## src/rtl/digit_pkg.sv

```systemverilog
// Shared types for the digit entry path: command encoding and per-slot next-value select.
package digit_pkg;

  localparam int unsigned DIGIT_W_DEFAULT = 4;

  typedef logic [DIGIT_W_DEFAULT-1:0] digit_t;

  typedef enum logic [2:0] {
    CMD_NONE,
    CMD_CLR,
    CMD_COMMIT,
    CMD_PUSH,
    CMD_POP,
    CMD_HOLD
  } cmd_t;

  typedef enum logic [1:0] {
    SEL_HOLD,
    SEL_LOWER,
    SEL_UPPER,
    SEL_ZERO
  } slot_sel_t;

endpackage

```

## src/rtl/digit_slot.sv

```systemverilog
// One digit position of the entry shift register; moves toward either neighbour or clears.
module digit_slot
  import digit_pkg::*;
#(
  parameter int unsigned DIGIT_W = DIGIT_W_DEFAULT
) (
  input  logic               clk,
  input  logic               rst,
  input  slot_sel_t          sel,
  input  logic [DIGIT_W-1:0] lower,
  input  logic [DIGIT_W-1:0] upper,
  output logic [DIGIT_W-1:0] q
);

  always_ff @(posedge clk) begin
    if (!rst) begin
      q <= '0;
    end else begin
      case (sel)
        SEL_LOWER: q <= lower;
        SEL_UPPER: q <= upper;
        SEL_ZERO:  q <= '0;
        default:   q <= q;
      endcase
    end
  end

endmodule

```

## src/rtl/digit_entry_buffer.sv

```systemverilog
// Calculator-style multi-digit entry with backspace, clear and commit; the committed
// value is held separately so the display stays stable while the next entry is typed.
module digit_entry_buffer
  import digit_pkg::*;
#(
  parameter int unsigned DIGIT_W    = DIGIT_W_DEFAULT,
  parameter int unsigned NUM_DIGITS = 4
) (
  input  logic                               clk,
  input  logic                               rst,
  input  logic [DIGIT_W-1:0]                 din,
  input  logic                               push,
  input  logic                               pop,
  input  logic                               clr,
  input  logic                               commit,
  output logic [NUM_DIGITS*DIGIT_W-1:0]      live,
  output logic [NUM_DIGITS*DIGIT_W-1:0]      dout,
  output logic [$clog2(NUM_DIGITS+1)-1:0]    count,
  output logic                               empty,
  output logic                               full,
  output logic                               ovf,
  output logic                               done
);

  localparam int unsigned LIVE_W = NUM_DIGITS * DIGIT_W;
  localparam int unsigned CNT_W  = $clog2(NUM_DIGITS + 1);

  cmd_t             cmd_c;
  slot_sel_t        sel_c;
  logic [CNT_W-1:0] count_n_c;
  logic             ovf_n_c;
  logic             done_n_c;

  logic [LIVE_W-1:0] live_q;
  logic [LIVE_W-1:0] dout_q;
  logic [CNT_W-1:0]  count_q;
  logic              empty_q;
  logic              full_q;
  logic              ovf_q;
  logic              done_q;

  // Priority decode: clr > commit > push/pop; push with pop cancels out.
  always_comb begin
    cmd_c = CMD_NONE;
    if (clr)              cmd_c = CMD_CLR;
    else if (commit)      cmd_c = CMD_COMMIT;
    else if (push && pop) cmd_c = CMD_HOLD;
    else if (push)        cmd_c = CMD_PUSH;
    else if (pop)         cmd_c = CMD_POP;
  end

  always_comb begin
    sel_c     = SEL_HOLD;
    count_n_c = count_q;
    ovf_n_c   = 1'b0;
    done_n_c  = 1'b0;
    case (cmd_c)
      CMD_CLR: begin
        sel_c     = SEL_ZERO;
        count_n_c = '0;
      end
      CMD_COMMIT: begin
        sel_c     = SEL_ZERO;
        count_n_c = '0;
        done_n_c  = 1'b1;
      end
      CMD_PUSH: begin
        if (full_q) begin
          ovf_n_c = 1'b1;
        end else begin
          sel_c     = SEL_LOWER;
          count_n_c = count_q + CNT_W'(1);
        end
      end
      CMD_POP: begin
        if (!empty_q) begin
          sel_c     = SEL_UPPER;
          count_n_c = count_q - CNT_W'(1);
        end
      end
      default: ;
    endcase
  end

  // Slot 0 takes din on a push; the top slot fills with zero on a backspace.
  for (genvar k = 0; k < int'(NUM_DIGITS); k++) begin : g_slot
    logic [DIGIT_W-1:0] lower_c;
    logic [DIGIT_W-1:0] upper_c;
    if (k == 0) begin : g_bottom
      assign lower_c = din;
    end else begin : g_lower
      assign lower_c = live_q[(k-1)*DIGIT_W +: DIGIT_W];
    end
    if (k == int'(NUM_DIGITS) - 1) begin : g_top
      assign upper_c = '0;
    end else begin : g_upper
      assign upper_c = live_q[(k+1)*DIGIT_W +: DIGIT_W];
    end
    digit_slot #(.DIGIT_W(DIGIT_W)) u_slot (
      .clk   (clk),
      .rst   (rst),
      .sel   (sel_c),
      .lower (lower_c),
      .upper (upper_c),
      .q     (live_q[k*DIGIT_W +: DIGIT_W])
    );
  end

  always_ff @(posedge clk) begin
    if (!rst) begin
      dout_q  <= '0;
      count_q <= '0;
      empty_q <= 1'b1;
      full_q  <= 1'b0;
      ovf_q   <= 1'b0;
      done_q  <= 1'b0;
    end else begin
      if (cmd_c == CMD_COMMIT) dout_q <= live_q;
      count_q <= count_n_c;
      empty_q <= (count_n_c == '0);
      full_q  <= (count_n_c == CNT_W'(NUM_DIGITS));
      ovf_q   <= ovf_n_c;
      done_q  <= done_n_c;
    end
  end

  assign live  = live_q;
  assign dout  = dout_q;
  assign count = count_q;
  assign empty = empty_q;
  assign full  = full_q;
  assign ovf   = ovf_q;
  assign done  = done_q;

endmodule

```

## config.mk

```make
export PLATFORM = sky130hd
export DESIGN_NAME = digit_entry_buffer
export DESIGN_NICKNAME = d
export VERILOG_FILES = /design/src/rtl/digit_pkg.sv /design/src/rtl/digit_slot.sv /design/src/rtl/digit_entry_buffer.sv
export SDC_FILE = /design/constraint.sdc
export NUM_CORES = 1
export LEC_CHECK = 0
export ABC_AREA = 1
export CORE_MARGIN = 5
export CORE_UTILIZATION = 58
export CTS_CLUSTER_DIAMETER = 60
export CTS_CLUSTER_SIZE = 8
export DETAILED_ROUTE_END_ITERATION = 6
export DONT_BUFFER_PORTS = 1
export PLACE_DENSITY = 0.82
export SLEW_MARGIN = 20
export SYNTH_ARGS = -nofsm -noshare
export SYNTH_HDL_FRONTEND = slang
export SYNTH_SLANG_ARGS = --single-unit
```

## constraint.sdc

```tcl
create_clock -name clk -period 3.2 [get_ports clk]
set_input_delay 0.64 -clock clk [delete_from_list [all_inputs] [get_ports clk]]
set_output_delay 0.64 -clock clk [all_outputs]
set_load 0.005 [all_outputs]
```

-- Word-level counts from Yosys, hierarchy flattened
Cells that the tools add are included.
- bits in registers: 39
- input port bits: 10
- output and inout port bits: 39
- logic and storage cells: 44
- $add $sub $neg: 2
- equality and inequality tests: 8
- multiplexer cells: 17
- reductions and logical operators: 7
- operators by type and width (operator ; count):
    case mux 4 bit (3 select lines) ; 3
    two-way mux 3 bit ; 7
    case mux 3 bit (3 select lines) ; 1
    case mux 4 bit (2 select lines) ; 1
    == test 3 x 2 -> 1 bit (second input constant) ; 2
    == test 3 bit (second input constant) ; 2
    case mux 2 bit (3 select lines) ; 1
    == test 2 bit (second input constant) ; 2
    OR reduction 2 bit ; 2
    adder 3 x 1 -> 3 bit (second input constant) ; 1
    == test 3 x 1 -> 1 bit (second input constant) ; 1
    zero test 3 bit ; 1
    two-way mux 1 bit ; 3
    nonzero test 3 bit ; 1
    subtractor 3 x 1 -> 3 bit (second input constant) ; 1
    == test 2 x 1 -> 1 bit (second input constant) ; 1
    two-way mux 2 bit ; 1
    AND reduction 2 bit ; 1
    nonzero test 2 bit ; 1
    logical AND 1 bit ; 1

-- Longest topological paths before layout
- depth in word-level cells: 11
- depth in mapped cells: 10
- mapped depth without buffers: 10

-- By module
From an unflattened synthesis, not the netlist that was laid out.
- cell total of the unflattened synthesis: 262
- area total of the unflattened synthesis: 1780.5 um2
- by module, submodules not included (module ; times used ; cells an instance ; area each (um2) ; seq. area each (um2)):
    digit_entry_buffer ; 1 ; 138 ; 994.7 ; 460.4
    digit_slot ; 4 ; 31 ; 196.4 ; 80.1

-- Least setup slack after synthesis
Ideal clock, no wire load.
- kind: input to register
- from: input push
- to: register g_slot[0].u_slot.q[0]
- setup time: 116 ps
- arrival time: 1384 ps
- data required time: 3084 ps
- setup slack: 1700 ps
- stages on the path: 9
- path buffers: 1
- cells stage by stage: inv_1 nand2_4 nor2_8 nand2_8 buf_4 nand3_1 nand2_1 nor2_1 nor2_1
- cells in the longest elaborated chain, start to end: 9
- elaborated cells on any way between the ends: 16
- classes of those cells: eq/ne (7); mux (6); reduce/logical (3)
- ends and longest elaborated chain (item ; line ; source):
    start: declaration ; digit_entry_buffer.sv:12 ; input logic push,
    two-way mux 3 bit or logical AND 1 bit (tied branches) ; digit_entry_buffer.sv:48, digit_entry_buffer.sv:47 ;
    two-way mux 3 bit * ; digit_entry_buffer.sv:47 ; else if (push && pop) cmd_c = CMD_HOLD;
    two-way mux 3 bit * ; digit_entry_buffer.sv:46 ; else if (commit) cmd_c = CMD_COMMIT;
    two-way mux 3 bit * ; digit_entry_buffer.sv:45 ; if (clr) cmd_c = CMD_CLR;
    == test 3 x 2 -> 1 bit or == test 3 x 1 -> 1 bit (tied branches) ; digit_entry_buffer.sv:57 ; case (cmd_c)
    OR reduction 2 bit (no line) ; n/a ;
    case mux 2 bit (3 select lines) * ; digit_entry_buffer.sv:57 ;
    == test 2 bit or == test 2 x 1 -> 1 bit (tied branches) ; digit_slot.sv:19 ; case (sel)
    case mux 4 bit (3 select lines) or nonzero test 3 bit (tied branches) ; n/a ;
    end signal: assignment ; digit_slot.sv:20 ; SEL_LOWER: q <= lower;
    end signal: assignment ; digit_slot.sv:21 ; SEL_UPPER: q <= upper;
    end signal: assignment ; digit_slot.sv:23 ; default: q <= q;
    end: declaration ; digit_slot.sv:12 ; output logic [DIGIT_W-1:0] q
Mark *: on every way between the ends. The rest lies on a longest branch, timed or not.
A chain may end at the register's enable or synchronous reset.

-- Final worst setup path
- from: input commit
- to: register dout_q[14] (netlist: dout[14])
- cells in the longest elaborated chain, start to end: 3
- ends and longest elaborated chain (item ; line ; source):
    start: declaration ; digit_entry_buffer.sv:15 ; input logic commit,
    two-way mux 3 bit ; digit_entry_buffer.sv:46 ;
    two-way mux 3 bit ; digit_entry_buffer.sv:45 ;
    == test 3 x 2 -> 1 bit ; digit_entry_buffer.sv:118 ; if (cmd_c == CMD_COMMIT) dout_q <= live_q;
    end signal: assignment ; digit_entry_buffer.sv:118 ;
    end: declaration ; digit_entry_buffer.sv:35 ; logic [LIVE_W-1:0] dout_q;
Every way passes these cells.

==> results.cfg <==
[layout]
final_layout_size_suffix_gt1_share_pct = 7.63
nets = 260
multi_input_area_um2 = 881
diodes = 0
register_area_um2 = 781
syn_to_final_growth_pct = 1.41
fillers = 285

[floorplanning]
start_util_pct = 59.3
core-area_um2 = 3000
core.rowCount = 20
die_x_um = 65.4
die_h_um = 65.4
ioPinCount = 49
die_area_um2 = 4280

[clock_network]
h-tree-depth = 2
clkTransAtPathRegs_ns = 0.11
cts-root-buf = clkbuf_4
clock_latency_ns = 0.34
cts_setup_buffers = 0
numCtsBuffers = 5
postCtsResizedCells = 0
cts_sinks = 39
clock_path_buffers = 2
holdBufCountCts = 0
cts_tree = yes

[worst_setup_path]
worstPathArrival_ns = 1.75
required_ns = 3.43
path_common_cell = nor2_1
crit_slowest_cell = clkinv_1
crit_family = simple AND/OR/NAND/NOR gates
worstPathMaxFanout = 17
critPathCaptureType = flip-flop
crit_type = in -> reg
crit_chain = inv_2, nor2_4, clkinv_1, nor2_1, nor2_1
cp_num_buf_inv = 2
cp-start-kind = input port
max_stage_delay_ns = 0.48

[global_routing]
grt_util_met2_pct = 34.4
top_usage_layer = met2
grt_start_max_net_pins = 33
met3_usage_pct = 6.84
grt_pass1_wl_um = 6890
grt_pass1_vias = 1499
grtUsageMet1_pct = 23.9
antenna_found_initial = 0
gr-total-overflow = 0
track_usage_pct = 20.3

[power]
power.total_uw = 836
powerDensity_nw_per_um2 = 463
vdd_drop_max_mv = 0.306
power.leakage_uw = 0.000836

[timing]
setup_tns_ns = 0
layout_min_cycle_time_ns = 1.51
slew_violations = 0
worstMarginPinSlew_ns = 0.460
rsz0062_at_grt = no
maxSlewHeadroom_pct = 69.2
hold_viol = 0
finalSetupViolCount = 0
fin_skew_ns = 0.00893
setup_ws_ns = 1.69
timing.fmax_ghz = 0.660
fin_crit_sh_pct = 47.3

[drt]
drt-wirelength-per-cell_um = 14.4
wl_um = 4060
routed_via_density = 5.46
antenna_left = 0
route.vias.total = 1541
drtIter0Drc = 129
drt_pass1_iterations = 4
drc = 0

[placement]
port_buffers = 0
place_ws_ns = 1.29
gp_congestion = 0.741
dp_hpwl_um = 2870

[yosys]
synth_cell_type_count = 23
syn_area_per_cell_um2 = 7.09
synth-warning-count = 0
synth_cells = 251
ys_seq_area_share_pct = 43.9
synth_seq_cells = 39
syn-cell-area_um2 = 1780
syn-num-nets = 263

[run_status]
status = finished clean

[run]
max-cap-violations = 0

[min_path]
hold_path_class = in -> reg
## cell type report
class / count / share of cell area, %
Tap cell: 33 / 2.29
Clock inverter: 1 / 0.277
Sequential cell: 39 / 43.2
Inverter: 14 / 2.91
Multi-Input combinational cell: 188 / 48.8
Clock buffer: 7 / 2.49
## routing by layer
layer	part of all wire, %	up-vias
met4	1.2	0
met5	0	-
met2	47	64
met1	43	688
li1	-	785
met3	9.5	4
## flip-flops by register name, summed over array words and instances, names as in the netlist
name             cells
g_slot.u_slot.q     16
ovf                  1
full                 1
count                3
dout                16
empty                1
done                 1
## synth_stat cells
library cell,n,area [um2]
xnor2_1,1,8.76
buf_1,1,3.75
nor2_8,1,20.0
clkinv_1,1,3.75
o21ai_0,25,125
ha_1,2,25.0
inv_2,4,15.0
nand3_1,19,95.1
inv_1,9,33.8
buf_2,2,10.0
nor2_1,70,263
clkbuf_1,3,11.3
a21oi_1,4,20.0
nor4_1,1,6.26
nand3_2,1,10.0
o21ai_1,5,25.0
nand2_1,52,195
nor2_4,3,33.8
buf_6,3,33.8
buf_4,1,7.51
nand2_4,3,33.8
dfxtp_1,39,781
nand2_8,1,20.0
## power by group
part | switching (uW) | internal (uW)
sequential | 21.4 | 506
combinational | 45.6 | 23.7
clock | 153 | 85.7
## worst paths after layout
kind,startpoint,endpoint,slack [ns],cells after the start
setup / recovery,commit,dout[14]$_SDFFE_PN0P_,1.69,5
hold / removal,rst,empty$_SDFF_PN1_,0.37,1
setup reg to reg,full$_SDFF_PN0_,g_slot[1].u_slot.q[3]$_SDFFE_PN0P_,1.70,6
hold reg to reg,g_slot[3].u_slot.q[3]$_SDFFE_PN0P_,g_slot[3].u_slot.q[3]$_SDFFE_PN0P_,0.54,2
## through the flow
step           cell area [um2]  util, %  instances  hold WS, ns
6_report                  1810     60.1        282        0.367
5_1_grt                   1810     60.1        282        0.347
4_1_cts                   1810     60.1        282        0.365
3_5_place_dp              1760     58.5        274        0.528
3_3_place_gp              1760     58.5        274        0.522
2_1_floorplan             1780        -        251        0.483
## layout by cell type, fill, tap and decap left out, drive strengths merged
cell | synthesis | final
nor2 | 74 | 74
nand2 | 56 | 56
dfxtp | 39 | 39
o21ai | 30 | 30
nand3 | 20 | 20
inv | 13 | 13
clkbuf | 3 | 7
a21oi | 4 | 4
ha | 2 | 2
clkinv | 1 | 2
xnor2 | 1 | 1
nor4 | 1 | 1
## cell families (layout without fill, tap and decap cells)
kind of cell | Yosys count | after routing | share of synthesized area (%)
buffers and inverters | 24 | 22 | 6.68
adder cells (fa/ha/maj) | 2 | 2 | 1.41
XOR/XNOR | 1 | 1 | 0.492
flip-flops | 39 | 39 | 43.9
AND/OR/NAND/NOR | 151 | 151 | 38.0
AO/OA/AOI/OAI | 34 | 34 | 9.56
No activity file was read; power rests on OpenSTA's default activity.
